==> config.mk <==
export PLATFORM = sky130hd
export DESIGN_NAME = st_bus_arbiter
export DESIGN_NICKNAME = d
export VERILOG_FILES = /design/src/rtl/st_bus_arbiter.sv
export SDC_FILE = /design/constraint.sdc
export NUM_CORES = 1
export LEC_CHECK = 0
export CAP_MARGIN = 15
export CELL_PAD_IN_SITES_DETAIL_PLACEMENT = 2
export CELL_PAD_IN_SITES_GLOBAL_PLACEMENT = 2
export CORE_MARGIN = 2
export CORE_UTILIZATION = 32
export CTS_CLUSTER_SIZE = 12
export DETAILED_ROUTE_END_ITERATION = 12
export PLACE_DENSITY_LB_ADDON = 0.1
export SLEW_MARGIN = 30
export SYNTH_ARGS = -nofsm -noshare
export SYNTH_HDL_FRONTEND = slang
export SYNTH_SLANG_ARGS = --single-unit
==> constraint.sdc <==
create_clock -name clk -period 3.64 [get_ports clk]
set_clock_uncertainty 0.15 [all_clocks]
set_input_delay 0.728 -clock clk [delete_from_list [all_inputs] [get_ports clk]]
set_output_delay 0.728 -clock clk [all_outputs]
set_load 0.005 [all_outputs]
==> src/rtl/st_bus_arbiter.sv <==
// st_bus_arbiter: 68000-style BR/BG/BGACK bus arbitration between the CPU and up to four DMA masters.
// Define ST_ARB_RR_EN for round-robin master selection; fixed priority (index 0 highest) otherwise.
module st_bus_arbiter #(
  parameter int N_MASTERS = 2,
  parameter int HOLDOFF   = 4
) (
  input  logic                 clk,
  input  logic                 reset,
  input  logic                 phi1,
  input  logic                 phi2,
  input  logic [N_MASTERS-1:0] req,
  output logic [N_MASTERS-1:0] gnt,
  output logic [1:0]           owner,
  output logic                 busy,
  output logic                 br_n,
  input  logic                 bg_n,
  output logic                 bgack_n,
  input  logic                 as_n,
  input  logic                 dtack_n
);
  typedef enum logic [2:0] {IDLE, REQ, WAIT, OWN, HOLD} state_t;
  state_t               state_q, state_d;
  logic [N_MASTERS-1:0] gnt_q, gnt_d, own_oh;
  logic [1:0]           owner_q, owner_d, win;
  logic                 br_n_q, br_n_d, bgack_n_q, bgack_n_d;
  logic                 bg_s_q, bg_s_d, as_s_q, as_s_d, dtack_s_q, dtack_s_d;
  logic [3:0]           cnt_q, cnt_d;
  logic                 req_own;
  assign own_oh  = N_MASTERS'(1) << owner_q;
  assign req_own = |(req & own_oh);
  assign gnt     = gnt_q;
  assign owner   = owner_q;
  assign busy    = state_q != IDLE;
  assign br_n    = br_n_q;
  assign bgack_n = bgack_n_q;
`ifdef ST_ARB_RR_EN
  logic [1:0] rr_q, rr_d;
  logic [2:0] j;
  // descending scan so the index closest after rr_q is written last and wins
  always_comb begin
    win = '0;
    j   = '0;
    for (int k = N_MASTERS - 1; k >= 0; k--) begin
      j = 3'(rr_q) + 3'(k);
      if (j >= 3'(N_MASTERS)) j = j - 3'(N_MASTERS);
      if (|(req & (N_MASTERS'(1) << j))) win = j[1:0];
    end
  end
`else
  always_comb begin
    win = '0;
    for (int k = N_MASTERS - 1; k >= 0; k--)
      if (req[k]) win = 2'(k);
  end
`endif
  always_comb begin
    state_d   = state_q;
    gnt_d     = gnt_q;
    owner_d   = owner_q;
    br_n_d    = br_n_q;
    bgack_n_d = bgack_n_q;
    cnt_d     = cnt_q;
    bg_s_d    = phi1 ? bg_n : bg_s_q;
    as_s_d    = phi1 ? as_n : as_s_q;
    dtack_s_d = phi1 ? dtack_n : dtack_s_q;
`ifdef ST_ARB_RR_EN
    rr_d      = rr_q;
`endif
    if (phi2) begin
      case (state_q)
        IDLE: if (|req) begin
          owner_d = win;
          br_n_d  = 1'b0;
          state_d = REQ;
`ifdef ST_ARB_RR_EN
          rr_d    = (win == 2'(N_MASTERS - 1)) ? 2'd0 : win + 2'd1;
`endif
        end
        REQ: if (!req_own) begin
          br_n_d  = 1'b1;
          state_d = IDLE;
        end else if (!bg_s_q) state_d = WAIT;
        WAIT: if (as_s_q && dtack_s_q) begin
          bgack_n_d = 1'b0;
          gnt_d     = own_oh;
          state_d   = OWN;
        end
        OWN: begin
          br_n_d = 1'b1;
          if (!req_own) begin
            gnt_d     = '0;
            bgack_n_d = 1'b1;
            cnt_d     = 4'(HOLDOFF);
            state_d   = HOLD;
          end
        end
        HOLD: begin
          cnt_d   = cnt_q - 4'd1;
          state_d = (cnt_q == 4'd1) ? IDLE : HOLD;
        end
        default: state_d = IDLE;
      endcase
    end
  end
  always_ff @(posedge clk) begin
    if (reset) begin
      state_q   <= IDLE;
      gnt_q     <= '0;
      owner_q   <= '0;
      br_n_q    <= 1'b1;
      bgack_n_q <= 1'b1;
      cnt_q     <= '0;
      bg_s_q    <= 1'b1;
      as_s_q    <= 1'b1;
      dtack_s_q <= 1'b1;
    end else begin
      state_q   <= state_d;
      gnt_q     <= gnt_d;
      owner_q   <= owner_d;
      br_n_q    <= br_n_d;
      bgack_n_q <= bgack_n_d;
      cnt_q     <= cnt_d;
      bg_s_q    <= bg_s_d;
      as_s_q    <= as_s_d;
      dtack_s_q <= dtack_s_d;
    end
  end
`ifdef ST_ARB_RR_EN
  always_ff @(posedge clk) begin
    if (reset) rr_q <= '0;
    else rr_q <= rr_d;
  end
`endif
endmodule

# After elaboration in Yosys (flattened, before gate mapping)

Index checks and enable logic that the tools add are counted.

Shift-type cells: 1
Div/mod/pow operators: 0
$lt $le $gt $ge: 0
Eq/ne operators: 10
Add/sub/neg operators: 1
Mux-type cells: 19
Reduce and logical (&&, ||, !) cells: 13
$mul: 0
Bitwise logic cells: 1

Operators with widths:

| kind                                             | count |
|---|---|
| 2-to-1 mux 3 bit                                 | 6 |
| case mux 3 bit (5 select lines)                  | 1 |
| inequality test 2 bit, second input constant     | 4 |
| case mux 4 bit (2 select lines)                  | 1 |
| AND reduction 4 bit                              | 2 |
| == test 3 x 2 -> 1 bit, second input constant    | 2 |
| 2-to-1 mux 2 bit                                 | 3 |
| AND reduction 3 bit                              | 2 |
| nonzero test 3 bit                               | 2 |
| AND reduction 5 bit                              | 1 |
| == test 4 x 1 -> 1 bit, second input constant    | 1 |
| 2-to-1 mux 1 bit                                 | 4 |
| 2-to-1 mux 4 bit                                 | 1 |
| case mux 2 bit (2 select lines)                  | 1 |
| nonzero test 2 bit                               | 2 |
| OR reduction 2 bit                               | 2 |
| subtractor 4 x 1 -> 4 bit, second input constant | 1 |
| == test 3 x 1 -> 1 bit, second input constant    | 1 |
| == test 3 bit, second input constant             | 1 |
| logical NOT 3 bit                                | 1 |
| inequality test 3 bit, second input constant     | 1 |
| case mux 1 bit (3 select lines)                  | 1 |
| AND 2 bit                                        | 1 |
| case mux 1 bit (2 select lines)                  | 1 |
| other kinds (2)                                  | 2 |

Output and inout port bits: 7
Logic and storage cells: 54
Bits in registers: 16
Input port bits: 9
Memory bits (writable): 0
Bits in latches: 0
Memory bits (read-only): 0
Memories: 0

# Longest topological paths before layout

Word-level depth: 5
Mapped depth: 6

# Worst setup path before layout

OpenSTA, ideal clock, no wires.

Path kind: input to register
From: input port req[0]
To: register cnt_q[0]
Arrival: 1.737 ns
Slack: 1.638 ns
Path buffers: 1
Stages: 5
Library setup time: 0.115 ns
Path through: mux2i_4 > or3b_1 > buf_2 > and3_1 > o21a_1

Word-level cells in the longest chain between the ends: 4

RTL lines:

| what                                   | line | source |
|---|---|---|
| start: declaration                     | 11   | `input logic [N_MASTERS-1:0] req,` |
| AND 2 bit                              | 30   | `assign req_own = \|(req & own_oh);` |
| OR reduction 2 bit                     | 30   |  |
| inequality test 2 bit (no source line) | -    |  |
| AND reduction 3 bit (no source line)   | -    |  |
| end signal: assignment                 | 122  | `cnt_q <= cnt_d;` |
| end: declaration                       | 27   | `logic [3:0] cnt_q, cnt_d;` |

No other way between the ends.
A chain may end at the register's enable or synchronous reset.

# Worst setup path after layout

From: register state_q[0]
To: output port busy

Word-level cells in the longest chain between the ends: 1

RTL lines:

| what                     | line | source |
|---|---|---|
| start: declaration       | 22   | `state_t state_q, state_d;` |
| start signal: assignment | 117  | `state_q <= state_d;` |
| nonzero test 3 bit       | 33   | `assign busy = state_q != IDLE;` |
| end: declaration         | 14   | `output logic busy,` |

No other way between the ends.

==> run summary <==
======================================================================================
Run status                                                                finished, final reports clean
Sum of negative setup slack                                                       0 ns
Ratio of total power to cell area                                           340 nW/µm²
Synth top area cells                                                      sky130_fd_sc_hd__dfxtp_1, sky130_fd_sc_hd__a21oi_1, sky130_fd_sc_hd__mux2i_1
Post-synthesis cell type with the largest combined area                   sky130_fd_sc_hd__dfxtp_1
Number of cells traversed by the worst hold path                                     2
Post-synthesis net count                                                            99
Async set-reset flop share out of synthesis                                         0%
Post-cts gate resize count                                                           0
DRT Pass-1 Iters                                                                     4
Dpl hpwl                                                                       1490 µm
Buffer depth of the longest clock path                                               2
Number of cells on the worst reg-to-reg path                                         5
Height of the die                                                              54.5 µm
Worst min path class                                                           reg2reg
Antenna diode instance count                                                         0
Worst path required time                                                       2.76 ns
Proportion of netlist area held by the largest area contributor                  36.8%
Met2 wirelength from detailed routing                                           938 µm
Final Hold Slack                                                              0.328 ns
Total Power                                                                   0.334 mW
TritonCTS Sinks                                                                     15
Static leakage                                                                0.348 nW
Clock slew at the register clock pins of the worst setup and hold paths        0.09 ns
Final Max Slew Viols                                                                 0
Power share of the clock group                                                   30.5%
FF-to-FF End                                                              br_n$_SDFFE_PP1P_
Pin count of the biggest net entering global routing                                13
Final Worst Setup Slack                                                        1.15 ns
Critical-path cell list                                                   nor3_4 > inv_2 > clkdlybuf4s50_1
Reg power frac                                                                   53.5%
Combinational cell fraction of total power                                       15.9%
Maximum vdd drop                                                                198 µV
Number of nets in the final layout                                                 112
Number of remaining DRC errors                                                       0
Element type at the critical path end                                      output port
Register-to-register setup slack                                               1.69 ns
Die Span X                                                                     54.5 µm
Highest layer used for signal routing                                             met4
H-tree depth                                                                         1
Slowest cell on the critical path                                         sky130_fd_sc_hd__dfxtp_1
Switching power                                                              0.0939 mW
Count of input and output buffers                                                   14
Yosys warning total                                                                  0
Number of DRC violations after detailed-routing iteration 0                          7
Met3 routed WL                                                                   75 µm
DR vias                                                                            671
EDFF count, synth                                                                    0
WHS Endpoint                                                              as_s_q$_SDFFE_PP1P_
Fraction of power spent switching nets                                           28.1%
Setup Fix Bufs, Post-CTS                                                             0
Number of global-route vias before repair                                          675
Crit path kind                                                                 reg2out
Shortest period the worst path allows                                          2.49 ns
Number of nets with antenna violations after routing                                 0
Placement-stage worst setup slack                                             0.942 ns
Critical path startpoint category                                            flip-flop
Layout cell share with drive strength beyond 1                                   9.00%
Combined area of all synthesized cells                                         817 µm²
Die area                                                                      2970 µm²
Maximum fanout encountered on the critical timing path                              12
Main synth FF type                                                        sky130_fd_sc_hd__dfxtp_1
RSZ-0062 raised after global routing                                             false
Synth Register Bits                                                                 15
Most frequent cells after synthesis                                       sky130_fd_sc_hd__dfxtp_1, sky130_fd_sc_hd__a21oi_1, sky130_fd_sc_hd__nand2_1
Number of endpoints failing setup at the final stage                                 0
Overall track demand over capacity in global routing                             15.7%
Cell family contributing the most delay on the critical path                flip-flops
Hold Crit Start                                                           as_s_q$_SDFFE_PP1P_
Final Hold Fails                                                                     0
Initial antenna violation count                                                      0
Fill cell count                                                                    287
Number of max-cap violations                                                         0
Global-route wire length before repair                                         3230 µm
Worst skew pair latency                                                        0.30 ns
Achievable frequency                                                           402 MHz
Detailed-routing wirelength on met1                                             907 µm
Routed via count divided by cell count                                            5.16
Critical path launch point                                                state_q[0]$_SDFFE_PP0P_
WP data arrival                                                                1.61 ns
Number of I/O pins                                                                  16
Share of the yosys chip area belonging to registers                              36.8%
Synthesized instance count                                                          88
Synthesized area divided by synthesized cell count                            9.28 µm²
CTS Hold Bufs                                                                        0
TritonCTS clock tree                                                               yes
Buf+Inv Stages, Crit Path                                                            2
Area Growth Syn to Fin                                                           19.9%
Clock Tree Root                                                           sky130_fd_sc_hd__clkbuf_4
Total detailed-routing wirelength                                              1950 µm
Biggest cell delay along the critical path                                     0.64 ns
Post-detailed-route wirelength per cell                                        15.0 µm
Cell with the most instances after synthesis                              sky130_fd_sc_hd__dfxtp_1
Number of unique standard cell types used by synthesis                              43
Effective utilization at floorplan                                               33.3%
Cell internal pwr                                                             0.240 mW
Num CTS Buffers                                                                      3
Core ar.                                                                      2450 µm²
Remaining global-route overflow                                                      0
Gp weighted congestion                                                           0.666
FF-to-FF Start                                                            state_q[0]$_SDFFE_PP0P_
Floorplan row count                                                                 18
Share of the clock period used by the worst path                                 68.4%
======================================================================================
==> routing by layer <==
| metal | global-route usage [%] | vias up |
|---|---|---|
| li1 | - | 341 |
| met1 | 20.0 | 314 |
| met2 | 24.1 | 11 |
| met3 | 5.74 | 5 |
| met4 | 6.25 | 0 |
| met5 | 0 | - |
==> power groups by stage <==
stage               combinational [mW]  sequential, mW  clock [mW]
finish                          0.0532           0.179       0.102
global route                    0.0592           0.180       0.114
CTS                             0.0542           0.179       0.107
detailed placement              0.0537           0.183           0
global placement                0.0527           0.182           0
floorplan                       0.0353           0.178           0
==> worst max-delay path by stage <==
stage / cells past startpoint / end
floorplan: 5 / cnt_q[0]$_SDFFE_PP0P_
global placement: 5 / cnt_q[0]$_SDFFE_PP0P_
detailed placement: 5 / cnt_q[0]$_SDFFE_PP0P_
CTS: 3 / busy
global route: 3 / busy
finish: 3 / busy
==> metrics by stage <==
stage / cells / utilization [%] / instance area (µm²)
after global placement: 126 / 38.8 / 952
final: 130 / 39.9 / 980
after floorplan: 88 / - / 817
after global routing: 130 / 39.9 / 980
after CTS: 130 / 39.9 / 980
after detailed placement: 126 / 38.8 / 952
==> sequential cells by signal, summed over array words and instances, names as in the netlist <==
| signal | cells |
|---|---|
| state_q | 3 |
| dtack_s_q | 1 |
| bgack_n | 1 |
| as_s_q | 1 |
| br_n | 1 |
| bg_s_q | 1 |
| gnt | 2 |
| cnt_q | 4 |
| owner | 1 |
==> kinds of logic after synthesis <==
kind of cell	share of synthesized area [%]
flip-flops	36.8
AO/OA/AOI/OAI	21.4
buffers and inverters	7.96
other	0.459
AND/OR/NAND/NOR	22.8
XOR/XNOR	1.07
multiplexers	6.43
adder cells (fa/ha/maj)	3.06
==> final cells by class <==
type,instances,area [µm²],area share (%)
clock buffer,3,22.5,2.30
clock inverter,1,5.00,0.511
timing repair buffer,14,140,14.3
multi-input combinational,61,452,46.1
sequential,15,300,30.7
inverter,6,22.5,2.30
tap,30,37.5,3.83
==> layout by cell type, fill, tap and decap left out, types with 2 or more instances in the layout <==
master	synthesis	final
sky130_fd_sc_hd__a21oi_1	7	7
sky130_fd_sc_hd__a31oi_1	2	2
sky130_fd_sc_hd__clkbuf_4	0	3
sky130_fd_sc_hd__clkdlybuf4s50_1	0	14
sky130_fd_sc_hd__dfxtp_1	15	15
sky130_fd_sc_hd__ha_1	2	2
sky130_fd_sc_hd__inv_1	5	5
sky130_fd_sc_hd__mux2i_1	3	3
sky130_fd_sc_hd__nand2_1	7	7
sky130_fd_sc_hd__nor2_1	5	5
sky130_fd_sc_hd__nor3_1	3	3
sky130_fd_sc_hd__o21a_1	2	2
sky130_fd_sc_hd__o21ai_0	2	2
sky130_fd_sc_hd__o21ai_1	2	2
==> worst register-to-register path, cell delays in order (launching register included) <==
cell and delay [ns]:
sky130_fd_sc_hd__dfxtp_1 0.64, sky130_fd_sc_hd__nor3_4 0.10, sky130_fd_sc_hd__inv_2 0.08, sky130_fd_sc_hd__o31ai_2 0.10, sky130_fd_sc_hd__or4_1 0.49, sky130_fd_sc_hd__a221o_1 0.29
(Power assumes the default switching activity.)
